==> src/rtl/btn_action_repeater_pkg.sv <==
// Shared definitions for the button action repeater: channel state encoding
// and default timing constants for a 50 MHz clock.
package btn_action_repeater_pkg;

    typedef enum logic [1:0] {
        IDLE   = 2'd0,
        DELAY  = 2'd1,
        REPEAT = 2'd2,
        HELD   = 2'd3
    } chan_state_t;

    localparam int unsigned DEF_DEBOUNCE_CYC = 500000;    // 10 ms
    localparam int unsigned DEF_REPEAT_DELAY = 15000000;  // 300 ms
    localparam int unsigned DEF_REPEAT_RATE  = 5000000;   // 100 ms

endpackage

==> src/rtl/btn_action_repeater_channel.sv <==
// One button: 2-flop synchroniser, debounce counter and press/auto-repeat FSM.
// raw_pulse lags the debounced level rise by one cycle (registered FSM output).
module btn_channel
    import btn_action_repeater_pkg::*;
#(
    parameter int unsigned DEBOUNCE_CYC = DEF_DEBOUNCE_CYC,
    parameter int unsigned REPEAT_DELAY = DEF_REPEAT_DELAY,
    parameter int unsigned REPEAT_RATE  = DEF_REPEAT_RATE,
    parameter bit          REPEAT_EN    = 1'b1
) (
    input  logic clk,
    input  logic rst_n,
    input  logic raw,
    output logic level,
    output logic raw_pulse
);

    localparam int DB_W    = $clog2(DEBOUNCE_CYC + 1);
    localparam int TMR_MAX = (REPEAT_DELAY > REPEAT_RATE) ? REPEAT_DELAY : REPEAT_RATE;
    localparam int TMR_W   = $clog2(TMR_MAX + 1);

    localparam logic [DB_W-1:0]  DB_END    = DB_W'(DEBOUNCE_CYC - 1);
    localparam logic [TMR_W-1:0] DELAY_END = TMR_W'(REPEAT_DELAY - 1);
    localparam logic [TMR_W-1:0] RATE_END  = TMR_W'(REPEAT_RATE - 1);

    logic            sync1;
    logic            sbtn;
    logic [DB_W-1:0] cnt;

    // Level only moves after DEBOUNCE_CYC consecutive cycles of disagreement.
    always_ff @(posedge clk or negedge rst_n) begin
        if (!rst_n) begin
            sync1 <= 1'b0;
            sbtn  <= 1'b0;
            cnt   <= '0;
            level <= 1'b0;
        end else begin
            sync1 <= raw;
            sbtn  <= sync1;
            if (sbtn != level) begin
                if (cnt == DB_END) begin
                    level <= sbtn;
                    cnt   <= '0;
                end else begin
                    cnt <= cnt + 1'b1;
                end
            end else begin
                cnt <= '0;
            end
        end
    end

    chan_state_t      state, state_nx;
    logic [TMR_W-1:0] tmr, tmr_nx;
    logic             pulse_nx;

    always_ff @(posedge clk or negedge rst_n) begin
        if (!rst_n) begin
            state     <= IDLE;
            tmr       <= '0;
            raw_pulse <= 1'b0;
        end else begin
            state     <= state_nx;
            tmr       <= tmr_nx;
            raw_pulse <= pulse_nx;
        end
    end

    always_comb begin
        state_nx = state;
        tmr_nx   = tmr;
        pulse_nx = 1'b0;
        case (state)
            IDLE: begin
                if (level) begin
                    pulse_nx = 1'b1;
                    state_nx = DELAY;
                    tmr_nx   = '0;
                end
            end
            DELAY: begin
                if (!level) begin
                    state_nx = IDLE;
                    tmr_nx   = '0;
                end else if (tmr == DELAY_END) begin
                    tmr_nx = '0;
                    if (REPEAT_EN) begin
                        pulse_nx = 1'b1;
                        state_nx = REPEAT;
                    end else begin
                        state_nx = HELD;
                    end
                end else begin
                    tmr_nx = tmr + 1'b1;
                end
            end
            REPEAT: begin
                if (!level) begin
                    state_nx = IDLE;
                    tmr_nx   = '0;
                end else if (tmr == RATE_END) begin
                    pulse_nx = 1'b1;
                    tmr_nx   = '0;
                end else begin
                    tmr_nx = tmr + 1'b1;
                end
            end
            HELD: begin
                if (!level) state_nx = IDLE;
            end
            default: state_nx = IDLE;
        endcase
    end

endmodule

==> src/rtl/btn_action_repeater.sv <==
// Debounced, auto-repeating button actions plus a chord detector whose pulse
// doubles as reset_game; chord members are silenced until the chord is fully released.
module btn_action_repeater
    import btn_action_repeater_pkg::*;
#(
    parameter int unsigned        NUM_BTN      = 4,
    parameter int unsigned        DEBOUNCE_CYC = DEF_DEBOUNCE_CYC,
    parameter int unsigned        REPEAT_DELAY = DEF_REPEAT_DELAY,
    parameter int unsigned        REPEAT_RATE  = DEF_REPEAT_RATE,
    parameter logic [NUM_BTN-1:0] REPEAT_MASK  = NUM_BTN'(3),
    parameter logic [NUM_BTN-1:0] COMBO_MASK   = NUM_BTN'(3)
) (
    input  logic               clk,
    input  logic               rst_n,
    input  logic [NUM_BTN-1:0] btn_raw,
    output logic [NUM_BTN-1:0] btn_level,
    output logic [NUM_BTN-1:0] action,
    output logic               combo
);

    logic [NUM_BTN-1:0] raw_pulse;

    for (genvar gi = 0; gi < NUM_BTN; gi++) begin : g_ch
        btn_channel #(
            .DEBOUNCE_CYC (DEBOUNCE_CYC),
            .REPEAT_DELAY (REPEAT_DELAY),
            .REPEAT_RATE  (REPEAT_RATE),
            .REPEAT_EN    (REPEAT_MASK[gi])
        ) u_ch (
            .clk       (clk),
            .rst_n     (rst_n),
            .raw       (btn_raw[gi]),
            .level     (btn_level[gi]),
            .raw_pulse (raw_pulse[gi])
        );
    end

    logic combo_lock;
    logic chord_full;
    logic chord_none;

    assign chord_full = ((btn_level & COMBO_MASK) == COMBO_MASK);
    assign chord_none = ((btn_level & COMBO_MASK) == '0);

    // combo and lock register on the same edge as a member's press pulse,
    // so a chord-completing press is masked in the cycle it would appear.
    always_ff @(posedge clk or negedge rst_n) begin
        if (!rst_n) begin
            combo      <= 1'b0;
            combo_lock <= 1'b0;
        end else begin
            combo <= chord_full && !combo_lock;
            if (chord_full && !combo_lock) combo_lock <= 1'b1;
            else if (chord_none)           combo_lock <= 1'b0;
        end
    end

    assign action = raw_pulse & ~(combo_lock ? COMBO_MASK : '0);

endmodule

==> config.mk <==
export PLATFORM = sky130hd
export DESIGN_NAME = btn_action_repeater
export DESIGN_NICKNAME = d
export VERILOG_FILES = /design/src/rtl/btn_action_repeater_pkg.sv /design/src/rtl/btn_action_repeater_channel.sv /design/src/rtl/btn_action_repeater.sv
export SDC_FILE = /design/constraint.sdc
export NUM_CORES = 1
export LEC_CHECK = 0
export CAP_MARGIN = 0
export CORE_MARGIN = 8
export CORE_UTILIZATION = 46
export DETAILED_ROUTE_END_ITERATION = 8
export SYNTH_ARGS = -nofsm -noshare
export SYNTH_HDL_FRONTEND = slang
export SYNTH_SLANG_ARGS = --single-unit
==> constraint.sdc <==
create_clock -name clk -period 4.45 [get_ports clk]
set_input_delay 1.335 -clock clk [delete_from_list [all_inputs] [get_ports clk]]
set_output_delay 1.335 -clock clk [all_outputs]
set_load 0.02 [all_outputs]
==> metrics.md, run 1 <==
| Metric | Value |
|---|---|
| Final-report setup violation count | 0 |
| Max-cap violations | 0 |
| I/O pin count | 15 |
| Setup Fix Bufs, Post-CTS | 0 |
| Antenna violation net count after detailed routing | 0 |
| Family with the most delay on the worst path | buffers and inverters |
| Cell types with the largest area share after synthesis | sky130_fd_sc_hd__dfrtp_1, sky130_fd_sc_hd__nor2_1, sky130_fd_sc_hd__xor2_1 |
| Signal arrival time at the worst endpoint | ~1700 ps |
| Post-route fraction of the period consumed by the critical path | slightly below 70% |
| Achievable clock frequency | ~0.33 GHz |
| Met3 wire length | about 520 um |
| Async set-reset flop share out of synthesis | between 90% and 100% |
| Clock transition at the registers of the reported paths | about 70 ps |
| Routed wl met2 | 9570 um |
| Critical path data required time | approximately 3100 ps |
| Count of buffers inserted at the top-level ports | 14 |
| Layout cell share with drive strength beyond 1 | ~6.8% |
| Avg Inst Size Synth | approximately 9.4 um^2 |
| Outcome | completed |
| Clock Tree Root | sky130_fd_sc_hd__clkbuf_16 |
| DIE AREA | roughly 0.028 mm^2 |
| Maximum clock insertion buffer count | 2 |
| Post-Syn Nets | 1158 |
| Routed length per placed instance | about 15 um |
| Crit path buffers/inverters | 1 |
| Maximum number of pins on one net before global-route repair | just under 80 |
| TritonCTS clock tree | yes |
| Cell taking the most area after synthesis | sky130_fd_sc_hd__dfrtp_1 |
| Setup Total Neg Slack | 0 ps |
| Final max-slew violation count | 0 |
| Aggregate global-route resource usage | 15.8% |
| Worst-path cell chain | clkdlybuf4s50_1 |
| Cell count after placement | ~1400 |
| Post-synth top cells | sky130_fd_sc_hd__dfrtp_1, sky130_fd_sc_hd__nor2_1, sky130_fd_sc_hd__nand2_1 |
| Portion of synthesized cell area occupied by the leading cell type | a little under half |
| Measured slew at the worst slew-check pin | about 840 ps |
| Iter 0 DRT Violations | 513 |
| Post-layout total power | roughly 3.4 mW |
| Number of register bits inferred by synthesis | around 200 |
| Netlist area before placement | ~0.011 mm^2 |
| CTS H-Tree Depth | 4 |
| Yosys warning count | 0 |
| Vias in the first global route | about 7900 |
| Share of the core filled with cells | 51.0% |
| Type of the tightest min-delay check | flip-flop to flip-flop |
| Static leakage | slightly below 5 nW |
| Avg Vias per Cell | between 5 and 6 |
| Non-filler cells, final | ~1400 |
| Critical path type | flip-flop to output pin |
| Count of cells resized by post-cts repair | 0 |
| Total number of clock tree sinks | around 200 |
| DPL Wire Length | roughly 14000 um |
| Met1 Wirelength | 10800 um |
| Number of buffers added to fix hold violations after cts | 0 |
| Minimum clock period after layout | just over 3000 ps |
| Synth-to-Final Area Change | 9.09% |
| Routability cong. | 0.861 |
| Slew HR | 44.1% |
| Max Used Layer | met4 |
| Max Fanout on Critical Path | 11 |
| Gate count of the mapped netlist | 1124 |
| Global-route wire length before repair | 37800 um |
| Kind of start point of the critical path | flip-flop |
| Final #Nets | around 1200 |
| Initial Utilization | around 47% |
| Setup repair after global routing missed its margin | false |
| Layout Skew | roughly 12 ps |
| Clock buffer count from CTS | 17 |
| Slowest stage cell, crit path | sky130_fd_sc_hd__clkdlybuf4s50_1 |
| VDD IR max | between 0.15 and 0.2 mV |
| Vias after detailed routing | between 8000 and 9000 |
| Power density of the placed cells | approximately 300 mW/mm^2 |
| Number of standard-cell rows in the floorplan | 55 |
| Number of distinct library cells after synthesis | 70 |
| ANT cells | 0 |
| Number of antenna violations at the first check in global routing | 0 |
| FILL cells | 2095 |
| Post-synth EDFFs | 0 |
| Wire length reported by the detailed router | approximately 21000 um |
| Total global routing overflow | 0 |
| Area of the core | approximately 0.023 mm^2 |
| Primary FF master, synth | sky130_fd_sc_hd__dfrtp_1 |
| Largest stage delay, worst path | slightly below 700 ps |
| Final Hold Viols | 0 |
| Sequential area share after synthesis | 47.0% |
| Width of the die | ~170 um |
| DRC violation count after routing | 0 |
| Die height | about 170 um |
| Router iterations before antenna repair | 4 |
| Source-to-sink clock delay at the later pin of the worst-skew pair | about 430 ps |
| Library cell with the highest instance count after synthesis | sky130_fd_sc_hd__dfrtp_1 |
| Crit. End Element | output pin |
| Hold slack | around 350 ps |
cell usage in the layout, fill, tap and decap left out, types with 10 or more instances in the layout:
cell type and count:
sky130_fd_sc_hd__nand2_1 106, sky130_fd_sc_hd__inv_1 28, sky130_fd_sc_hd__xor2_1 52, sky130_fd_sc_hd__clkbuf_16 17, sky130_fd_sc_hd__nor3_1 20, sky130_fd_sc_hd__o21ai_0 52, sky130_fd_sc_hd__o311ai_0 11, sky130_fd_sc_hd__or4_1 10
sky130_fd_sc_hd__a22o_1 11, sky130_fd_sc_hd__a31oi_1 22, sky130_fd_sc_hd__or2_2 11, sky130_fd_sc_hd__nand4_1 41, sky130_fd_sc_hd__a21o_1 11, sky130_fd_sc_hd__a21oi_1 51, sky130_fd_sc_hd__and3_1 30, sky130_fd_sc_hd__and2_1 13
sky130_fd_sc_hd__xnor2_1 35, sky130_fd_sc_hd__clkdlybuf4s50_1 13, sky130_fd_sc_hd__and4_1 15, sky130_fd_sc_hd__nor2b_1 12, sky130_fd_sc_hd__nor2_2 10, sky130_fd_sc_hd__nor2_1 134, sky130_fd_sc_hd__dfrtp_1 198, sky130_fd_sc_hd__nand3_1 82
sky130_fd_sc_hd__ha_1 28
layout make-up:
cell class / count / area [um^2] / share of cell area (%)
inverter: 28 / 105 / 0.913
clock buffer: 22 / 464 / 4.03
clock inverter: 10 / 120 / 1.04
tap: 285 / 357 / 3.10
sequential: 198 / 4950 / 43.0
multi-input combinational: 858 / 5290 / 46.0
timing repair buffer: 22 / 216 / 1.88
state kept, by name, summed over array words and instances (netlist names):
signal               count
combo                    1
g_ch.u_ch.sync1          4
g_ch.u_ch.state          8
combo_lock               1
g_ch.u_ch.level          4
g_ch.u_ch.cnt           76
g_ch.u_ch.sbtn           4
g_ch.u_ch.tmr           96
g_ch.u_ch.raw_pulse      4
worst paths after layout:
path	cells after the start	endpoint	slack, ps	startpoint
worst max-delay path	1	btn_level[2]	1390	g_ch[2].u_ch.level$_DFFE_PN0P_
worst min-delay path	0	g_ch[0].u_ch.sbtn$_DFF_PN0_	350	g_ch[0].u_ch.sync1$_DFF_PN0_
worst max register to register	7	g_ch[1].u_ch.tmr[10]$_DFFE_PN0P_	1410	g_ch[1].u_ch.tmr[0]$_DFFE_PN0P_
worst min register to register	0	g_ch[0].u_ch.sbtn$_DFF_PN0_	350	g_ch[0].u_ch.sync1$_DFF_PN0_
max in group asynchronous	2	g_ch[0].u_ch.cnt[16]$_DFF_PN0_	2730	rst_n
min in group asynchronous	1	g_ch[3].u_ch.raw_pulse$_DFF_PN0_	910	rst_n
metrics by stage:
step	instance area [um^2]	worst slack, ps
2_1_floorplan	10600	2100
3_3_place_gp	10900	1560
3_5_place_dp	10900	1450
4_1_cts	11500	1360
5_1_grt	11500	1050
6_report	11500	1390
logic make-up (layout without fill, tap and decap cells):
group,after synthesis,count (layout),synth area share (%)
xor+xnor,87,87,7.22
simple gates,539,539,26.6
mux,12,12,1.23
compound gates,191,191,11.7
buf+inv,68,82,2.87
flops,198,198,47.0
fa+ha+maj,29,29,3.42
per-layer routing:
metal  track usage (%)  vias up
li1                  -     4042
met1              21.9     3920
met2              25.0       94
met3              2.63       15
met4              4.77        0
met5                 0        -
power breakdown:
part           internal (mW)  switching [mW]
registers               1.81         0.00992
clock network          0.864           0.684
logic                 0.0183          0.0537
Power figures use the tool's default switching activity.
==> inputs of run 2 (changes only) <==
==> constraint.sdc (replaced) <==
create_clock -name clk -period 3 [get_ports clk]
set_input_delay 0.9 -clock clk [delete_from_list [all_inputs] [get_ports clk]]
set_output_delay 0.9 -clock clk [all_outputs]
set_load 0.02 [all_outputs]
==> run 2 against run 1 <==
Net effect:
- register-to-register slack lost 950 ps
- via count is 0.14% lower
- global-route usage grew 0.24 points
- critical path depth is the same
- sequential share of layout area down 0.41 points
- flip-flop and latch count unchanged
- highest routed layer unchanged
- utilization up 0.49 points
- clock skew about the same
==> metrics.md, run 2 (synthesis gave the netlist of run 1 again) <==
| Metric | Value |
|---|---|
| CTS H-Tree Depth | 4 (unchanged) |
| Die height | 167 um (unchanged) |
| Measured slew at the worst slew-check pin | 727 ps (-110 ps) |
| Routability cong. | 0.831 (-3.5%) |
| Critical path data required time | 2100 ps (-1020 ps) |
| FILL cells | 2095 (unchanged) |
| Vias in the first global route | 7916 (+0.62%) |
| Area of the core | 0.0226 mm^2 (unchanged) |
| DRC violation count after routing | 0 (unchanged) |
| DPL Wire Length | 14500 um (+3.1%) |
| Total global routing overflow | 0 (unchanged) |
| ANT cells | 0 (unchanged) |
| Critical path type | flip-flop to output pin |
| Setup Fix Bufs, Post-CTS | 0 (unchanged) |
| Initial Utilization | 46.7% (unchanged) |
| Setup repair after global routing missed its margin | false |
| Largest register by flop count | g_ch.u_ch.tmr |
| Maximum number of pins on one net before global-route repair | 62 (-21%) |
| Final-report setup violation count | 0 (unchanged) |
| Post-route fraction of the period consumed by the critical path | about 85% |
| Met1 track utilization from global routing | 22.5% (+0.63 points) |
| Clock Tree Root | sky130_fd_sc_hd__clkbuf_16 |
| Aggregate global-route resource usage | 16.0% (+0.24 points) |
| Biggest regs | g_ch.u_ch.tmr: 96 flops, g_ch.u_ch.cnt: 76 flops, g_ch.u_ch.state: 8 flops |
| Final #Nets | 1171 (+1.0%) |
| Total number of clock tree sinks | 198 (unchanged) |
| Global-route wire length before repair | 38600 um (+1.9%) |
| Width of the die | 167 um (unchanged) |
| Layout cell share with drive strength beyond 1 | 7.83% (+1.1 points) |
| Family with the most delay on the worst path | buffers and inverters |
| Vias after detailed routing | 8060 (-0.14%) |
| Number of standard-cell rows in the floorplan | 55 (unchanged) |
| Final Hold Viols | 0 (unchanged) |
| VDD IR max | 0.342 mV (+75%) |
| Router iterations before antenna repair | 5 (+1) |
| Signal arrival time at the worst endpoint | 1660 ps (-60 ps) |
| Clock transition at the registers of the reported paths | 70 ps (about the same) |
| I/O pin count | 15 (unchanged) |
| Kind of start point of the critical path | flip-flop |
| Avg Vias per Cell | 5.62 (-0.90%) |
| Routed length per placed instance | 14.9 um (+0.14%) |
| DIE AREA | 0.0280 mm^2 (unchanged) |
| Outcome | completed |
| Source-to-sink clock delay at the later pin of the worst-skew pair | 430 ps (about the same) |
| Number of buffers added to fix hold violations after cts | 0 (unchanged) |
| Synth-to-Final Area Change | 10.2% |
| Worst-path cell chain | clkdlybuf4s50_1 |
| Crit. End Element | output pin |
| Static leakage | 4.97 nW (+1.5%) |
| Post-layout total power | 5.10 mW (+48%) |
| Minimum clock period after layout | ~2600 ps |
| Largest stage delay, worst path | 680 ps (about the same) |
| Slew HR | 51.5% (+7.4 points) |
| Layout Skew | 12.0 ps (+0.0208 ps) |
| Achievable clock frequency | 0.391 GHz |
| Number of antenna violations at the first check in global routing | 0 (unchanged) |
| Commonest non-fill, non-tap cell in the layout | sky130_fd_sc_hd__dfrtp_1 |
| Global routing met2 resource utilization | 25.3% (+0.25 points) |
| Max Fanout on Critical Path | 9 (-2) |
| Iter 0 DRT Violations | 523 (+1.9%) |
| Power density of the placed cells | 438 mW/mm^2 (+47%) |
| Sequential Area | 0.00495 mm^2 (unchanged) |
| Max-cap violations | 0 (unchanged) |
| Area of combinational cells with multiple inputs | 0.00529 mm^2 (unchanged) |
| TritonCTS clock tree | yes |
| Most frequent cells in the layout | sky130_fd_sc_hd__dfrtp_1, sky130_fd_sc_hd__nor2_1, sky130_fd_sc_hd__nand2_1, sky130_fd_sc_hd__nand3_1 |
| Antenna violation net count after detailed routing | 0 (unchanged) |
| Type of the tightest min-delay check | flip-flop to flip-flop |
| Largest register FFs | 96 (unchanged) |
| Count of buffers inserted at the top-level ports | 14 (unchanged) |
| Most Crowded Layer GR | met2 |
| Count of cells resized by post-cts repair | 0 (unchanged) |
| Setup Total Neg Slack | 0 ps (unchanged) |
| Crit path buffers/inverters | 1 (unchanged) |
| Final max-slew violation count | 0 (unchanged) |
| Maximum clock insertion buffer count | 2 (unchanged) |
| Slowest stage cell, crit path | sky130_fd_sc_hd__clkdlybuf4s50_1 |
| Wire length reported by the detailed router | 21300 um (+0.91%) |
| M3 GR Usage | 3.17% (+0.54 points) |
| Clock buffer count from CTS | 17 (unchanged) |
run 2: worst paths after layout:
path	cells after the start	from	slack [ps]	to
setup / recovery	1	g_ch[0].u_ch.level$_DFFE_PN0P_	440	btn_level[0]
hold / removal	0	g_ch[3].u_ch.sync1$_DFF_PN0_	360	g_ch[3].u_ch.sbtn$_DFF_PN0_
setup reg to reg	6	g_ch[2].u_ch.tmr[12]$_DFFE_PN0P_	460	g_ch[2].u_ch.tmr[23]$_DFFE_PN0P_
hold reg to reg	0	g_ch[3].u_ch.sync1$_DFF_PN0_	360	g_ch[3].u_ch.sbtn$_DFF_PN0_
max in group asynchronous	2	rst_n	1830	g_ch[1].u_ch.cnt[18]$_DFF_PN0_
min in group asynchronous	1	rst_n	450	g_ch[3].u_ch.sbtn$_DFF_PN0_
run 2: layout make-up:
type,instances,share of cell area [%]
clock inverter,10,0.947
multi-input combinational,858,45.5
timing repair buffer,34,2.85
sequential,198,42.6
tap,285,3.07
clock buffer,21,4.05
inverter,28,0.904
run 2: metal layers:
layer	vias up	part of all wire, %
li1	4056	-
met1	3880	50
met2	112	46
met3	12	2.9
met4	0	0.75
met5	-	0
run 2: stage by stage:
step / area [um^2] / worst slack, ps / std cells / util [%] / hold slack (ps)
detailed placement: 11000 / 467 / 1403 / 48.9 / 343
finish: 11600 / 441 / 1434 / 51.5 / 356
global route: 11600 / 259 / 1434 / 51.5 / 368
global placement: 11000 / 507 / 1403 / 48.9 / 341
floorplan: 10600 / 655 / 1124 / - / 331
CTS: 11600 / 389 / 1434 / 51.5 / 363
run 2: where the power goes:
| part | internal [mW] | leakage, nW | total [mW] | switching (mW) |
|---|---|---|---|---|
| Combinational | 0.0301 | 1.95 | 0.110 | 0.0804 |
| Sequential | 2.69 | 2.74 | 2.70 | 0.0150 |
| Clock | 1.23 | 0.284 | 2.28 | 1.05 |
==> variant 1, RTL diff (settings of run 2) <==
`DEF_REPEAT_RATE`: 5000000 -> 20000000.
--- a/src/rtl/btn_action_repeater_pkg.sv
+++ b/src/rtl/btn_action_repeater_pkg.sv
@@ -13,3 +13,3 @@
     localparam int unsigned DEF_REPEAT_DELAY = 15000000;  // 300 ms
-    localparam int unsigned DEF_REPEAT_RATE  = 5000000;   // 100 ms
+    localparam int unsigned DEF_REPEAT_RATE  = 20000000;   // 100 ms
 
Check against the original RTL: no difference found for any inputs over 10 cycles, from zero or initial values and one cycle with rst_n low; that may be too few to reach the edited logic, so the function may still have changed.
==> variant 1 against run 2 <==
Synthesized cell count is 5.8% higher; sequential power is 2% higher; first-iteration DRC count is 10% higher; utilization is 0.74 points higher; largest cell class unchanged; power is 12% higher; worst setup slack worse by 0.22 ns; count of clock-buffer cells in the layout is 11 higher; sequential cell count is 4 higher; area after synthesis is 3.9% higher; global-route usage is 0.52 points higher; die area is 3.6% higher; wire length is 9.0% higher; cell area is 5.5% higher; critical path depth stayed put.
==> variant 1: results (changes against run 2) <==
Setup path
  – Flop2flop setup slack: 0.36 ns (was 0.46 ns)
  – FF-to-FF Start: g_ch[2].u_ch.tmr[17] (was g_ch[2].u_ch.tmr[12])
  – Slowest cell delay on critical path: 0.71 ns (was 0.68 ns)
  – Reg-to-Reg End: g_ch[2].u_ch.tmr[23] (unchanged)
  – CP arrival: 1.88 ns (was 1.66 ns)
  – CP max FO: 11 (was 9)
  – Crit Path Category: flop to output pin (unchanged)
  – Register-to-Register Path Depth: 6 (unchanged)
  – CP max stage cell: clkdlybuf4s50_1 (unchanged)

Logic synthesis
  – Synth top cells by count: dfrtp_1, nor2_1, nand2_1 (unchanged)
  – Post-synth ARST share: 1.00 (unchanged)
  – Syn. warnings: 0 (unchanged)
  – Post-synth cell types: 69 (was 70)
  – Post-synthesis sequential area ratio: 0.461 (was 0.470)
  – Synth Flop Type: dfrtp_1 (unchanged)
  – Syn nets: 1223 (was 1158)
  – Top post-synthesis cells by area: dfrtp_1, nor2_1, xor2_1, nand2_1, nand3_1 (was dfrtp_1, nor2_1, xor2_1, nand3_1, nand2_1)

Timing
  – Setup Skew: 0.0102 ns (was 0.0120 ns)
  – Final hold slack: 0.299 ns (was 0.356 ns)
  – Post-layout min period: 2.78 ns (was 2.56 ns)
  – Relative slew slack: 0.511 (was 0.515)

Clocking
  – Clk buf depth: 3 (was 2)
  – Worst-Skew Late Latency: 0.51 ns (was 0.43 ns)
  – Clock buffer count from CTS: 24 (was 17)
  – Root buffer cell: clkbuf_16 (unchanged)
  – # Post-CTS Setup Buffers: 0 (unchanged)
  – Post-cts resize count: 0 (unchanged)
  – CTS clk-pin slew, worst paths: 0.06 ns
  – H-tree level count: 1 (was 4)

Hold path
  – HP Class: primary input to asynchronous set/reset pin (was flop to flop)

Final layout
  – Share of layout cells above drive strength 1: 0.0710 (was 0.0783)
  – Filler cells: 2147 (was 2095)
  – Top Registers: g_ch.u_ch.tmr: 100 flops, g_ch.u_ch.cnt: 76 flops, g_ch.u_ch.state: 8 flops (was g_ch.u_ch.tmr: 96 flops, g_ch.u_ch.cnt: 76 flops, g_ch.u_ch.state: 8 flops)

Pwr
  – Peak supply drop: 0.000476 V (was 0.000342 V)
  – Cell leakage power: 5.07 nW (was 4.97 nW)

Drt
  – Vias: 8645 (was 8060)
  – First drt pass iteration count: 5 (unchanged)
  – DRT iter0 DRCs: 576 (was 523)
  – WL/cell: 15.0 um (was 14.9 um)

GRT
  – Number of global-route vias before repair: 8331 (was 7916)
  – First-pass GRT wire length: 41000 um (was 38600 um)
  – Antenna violations before repair: 0 (unchanged)
  – All-Layer GR Usage: 0.166 (was 0.160)
  – Largest net degree at the start of global routing: 63 (was 62)

Place
  – GP Congestion: 0.846 (was 0.831)
  – Buffers on Ports: 14 (unchanged)
  – DP HPWL: 15800 um (was 14500 um)

Run status
  – Status: complete, no violations (unchanged)
## variant 1: cells by family (layout without fill, tap and decap cells)
logic type	Yosys count	after routing	synth area share
compound gates	190	190	0.121
xor+xnor	82	82	0.0655
fa+ha+maj	29	29	0.0329
buf+inv	77	113	0.0310
flops	202	202	0.461
mux	10	10	0.00981
simple gates	599	599	0.279
## variant 1: metal layers
layer	up-vias	part of all wire	global-route usage
met2	133	0.45	0.265
li1	4316	-	-
met3	39	0.035	0.0232
met5	-	0	0
met1	4157	0.49	0.231
met4	0	0.025	0.0458
## variant 1: stage by stage
step | setup WS [ns] | instances | cell area, um^2
2_1_floorplan | 0.624 | 1189 | 11000
3_3_place_gp | 0.419 | 1500 | 11500
3_5_place_dp | 0.352 | 1500 | 11500
4_1_cts | 0.172 | 1544 | 12300
5_1_grt | 0.114 | 1544 | 12300
6_report | 0.220 | 1544 | 12300
## variant 1: worst max-delay path by stage
stage / from / to / slack [ns]
after CTS: g_ch[1].u_ch.level / btn_level[1] / 0.17
final: g_ch[1].u_ch.level / btn_level[1] / 0.22
after detailed placement: g_ch[2].u_ch.tmr[17] / g_ch[2].u_ch.tmr[23] / 0.35
after floorplan: g_ch[3].u_ch.tmr[11] / g_ch[3].u_ch.tmr[13] / 0.62
after global placement: g_ch[2].u_ch.tmr[17] / g_ch[2].u_ch.tmr[15] / 0.42
after global routing: g_ch[1].u_ch.level / btn_level[1] / 0.11
## variant 1: cell type report
type	count	area (um^2)	area share
Clock buffer	32	652	0.0532
Tap cell	319	399	0.0326
Clock inverter	12	118	0.00959
Inverter	32	120	0.00980
Sequential cell	202	5050	0.412
Timing Repair Buffer	37	343	0.0280
Multi-Input combinational cell	910	5570	0.455
## variant 1: where the power goes
group          switching (W)  leakage (nW)  total, W  internal (W)
logic              0.0000806          1.90  0.000111     0.0000301
registers          0.0000162          2.79   0.00276       0.00274
clock network        0.00114         0.372   0.00284       0.00170
total                0.00124          5.07   0.00571       0.00448
==> variant 2, RTL diff (settings of run 2) <==
Without the edit above. Register the input `btn_raw` before use, with the module's reset. The logic sees it one clock later.
--- a/src/rtl/btn_action_repeater.sv
+++ b/src/rtl/btn_action_repeater.sv
@@ -20,2 +20,12 @@
 
+    logic [NUM_BTN-1:0] btn_raw_q;
+
+    always_ff @(posedge clk or negedge rst_n) begin
+        if (!rst_n) begin
+            btn_raw_q <= '0;
+        end else begin
+            btn_raw_q <= btn_raw;
+        end
+    end
+
     logic [NUM_BTN-1:0] raw_pulse;
@@ -31,3 +41,3 @@
             .rst_n     (rst_n),
-            .raw       (btn_raw[gi]),
+            .raw       (btn_raw_q[gi]),
             .level     (btn_level[gi]),
Behaviour: same outputs for any inputs over 4 cycles, from zero or initial values and one cycle with rst_n low; that may be too few to reach the edited logic, so the function may still have changed.
==> variant 2 against run 2 <==
Wire length barely moved; utilization rose by 1.2 points; area after synthesis rose by 0.95%; sequential cell count rose by 4; power rose by 18%; cell area rose by 3.0%; worst setup slack got worse by 0.12 ns; combinational power barely moved; critical path type unchanged; largest power group is now clock; highest routed layer unchanged.
==> variant 2: results (changes against run 2) <==
Run status
  – Status: complete, no violations (unchanged)

Setup path
  – Reg-to-Reg End: g_ch[1].u_ch.tmr[23] (was g_ch[2].u_ch.tmr[23])
  – Crit path from: g_ch[1].u_ch.level (was g_ch[0].u_ch.level)
  – Slowest cell delay on critical path: 0.69 ns
  – CP arrival: 1.78 ns (was 1.66 ns)
  – FF-to-FF Start: g_ch[1].u_ch.tmr[0] (was g_ch[2].u_ch.tmr[12])
  – Crit path capture: btn_level[1] (was btn_level[0])
  – CP max FO: 12 (was 9)

Logic synthesis
  – Synth Area in Adders: 0.0338 (was 0.0342)
  – Mapped Avg Cell Area: 9.44 um^2 (was 9.39 um^2)
  – Post-synth cell types: 70 (unchanged)
  – Post-synthesis mux area share: 0.0122 (was 0.0123)
  – Synth top cells by count: dfrtp_1, nor2_1, nand2_1 (unchanged)
  – Post-synthesis sequential area ratio: 0.475 (was 0.470)
  – Top post-synthesis cells by area: dfrtp_1, nor2_1, xor2_1, nand3_1, nand2_1 (unchanged)
  – Xor/xnor cell area share of the yosys netlist: 0.0715 (was 0.0722)
  – Synth Area in Compound Gates: 0.116 (was 0.117)

GRT
  – Largest net degree at the start of global routing: 67 (was 62)
  – All-Layer GR Usage: 0.153 (was 0.160)
  – Met3 usage: 0.0250 (was 0.0317)
  – Met1 Usage GRT: 0.214 (was 0.225)
  – Number of global-route vias before repair: 7981 (was 7916)
  – First-pass GRT wire length: 37700 um (was 38600 um)
  – Grt met2 use: 0.244 (was 0.253)

Place
  – GP Congestion: 0.829 (was 0.831)
  – DP Area: 11100 um^2 (was 11000 um^2)
  – DP HPWL: 14200 um (was 14500 um)
  – Buffers on Ports: 14 (unchanged)

Drt
  – DRT iter0 DRCs: 484 (was 523)
  – Wire length on met3: 710 um (was 612 um)
  – Total Wirelength: 21300 um (about the same)
  – Via-to-Cell Ratio: 5.63 (was 5.62)
  – Met2 wire len: 9640 um (was 9840 um)
  – Detailed-routing wirelength on met1: 10600 um (was 10700 um)
  – First drt pass iteration count: 4 (was 5)

Hold path
  – HP Class: primary input to asynchronous set/reset pin (was flop to flop)

Pwr
  – Cell leakage power: 5.13 nW (was 4.97 nW)
  – Peak supply drop: 0.000489 V (was 0.000342 V)

Final layout
  – Non-Filler Instances: 1445 (was 1434)
  – Share of layout cells above drive strength 1: 0.0845 (was 0.0783)
  – Top Registers: g_ch.u_ch.tmr: 96 flops, g_ch.u_ch.cnt: 76 flops, g_ch.u_ch.state: 8 flops (unchanged)

Timing
  – Relative slew slack: 0.524 (was 0.515)
  – Setup Skew: 0.0231 ns (was 0.0120 ns)

Clocking
  – Clk buf depth: 3 (was 2)
  – Worst-Skew Late Latency: 0.52 ns (was 0.43 ns)
==> variant 2: stage by stage <==
step           setup slack (ns)  hold slack (ns)
2_1_floorplan             0.655            0.331
3_3_place_gp              0.517            0.333
3_5_place_dp              0.397            0.335
4_1_cts                   0.268            0.341
5_1_grt                  0.0767            0.351
6_report                  0.318            0.344
==> variant 2: cell families after synthesis <==
family / after synthesis
simple gates: 539
flops: 202
xor+xnor: 87
mux: 12
compound gates: 191
buf+inv: 68
fa+ha+maj: 29
==> variant 2: cell type report <==
cell class              count  area, um^2  area share
clock buffers              25         614      0.0513
flip-flops and latches    202        5050       0.422
well taps                 285         357      0.0298
multi-input cells         858        5290       0.442
clock inverters            14         239      0.0200
inverters                  28         105     0.00878
repair buffers             33         313      0.0261
==> variant 2: power breakdown <==
part	internal, W	switching (W)
logic	0.0000301	0.0000802
registers	0.00275	0.0000151
clock network	0.00199	0.00113
total	0.00477	0.00123
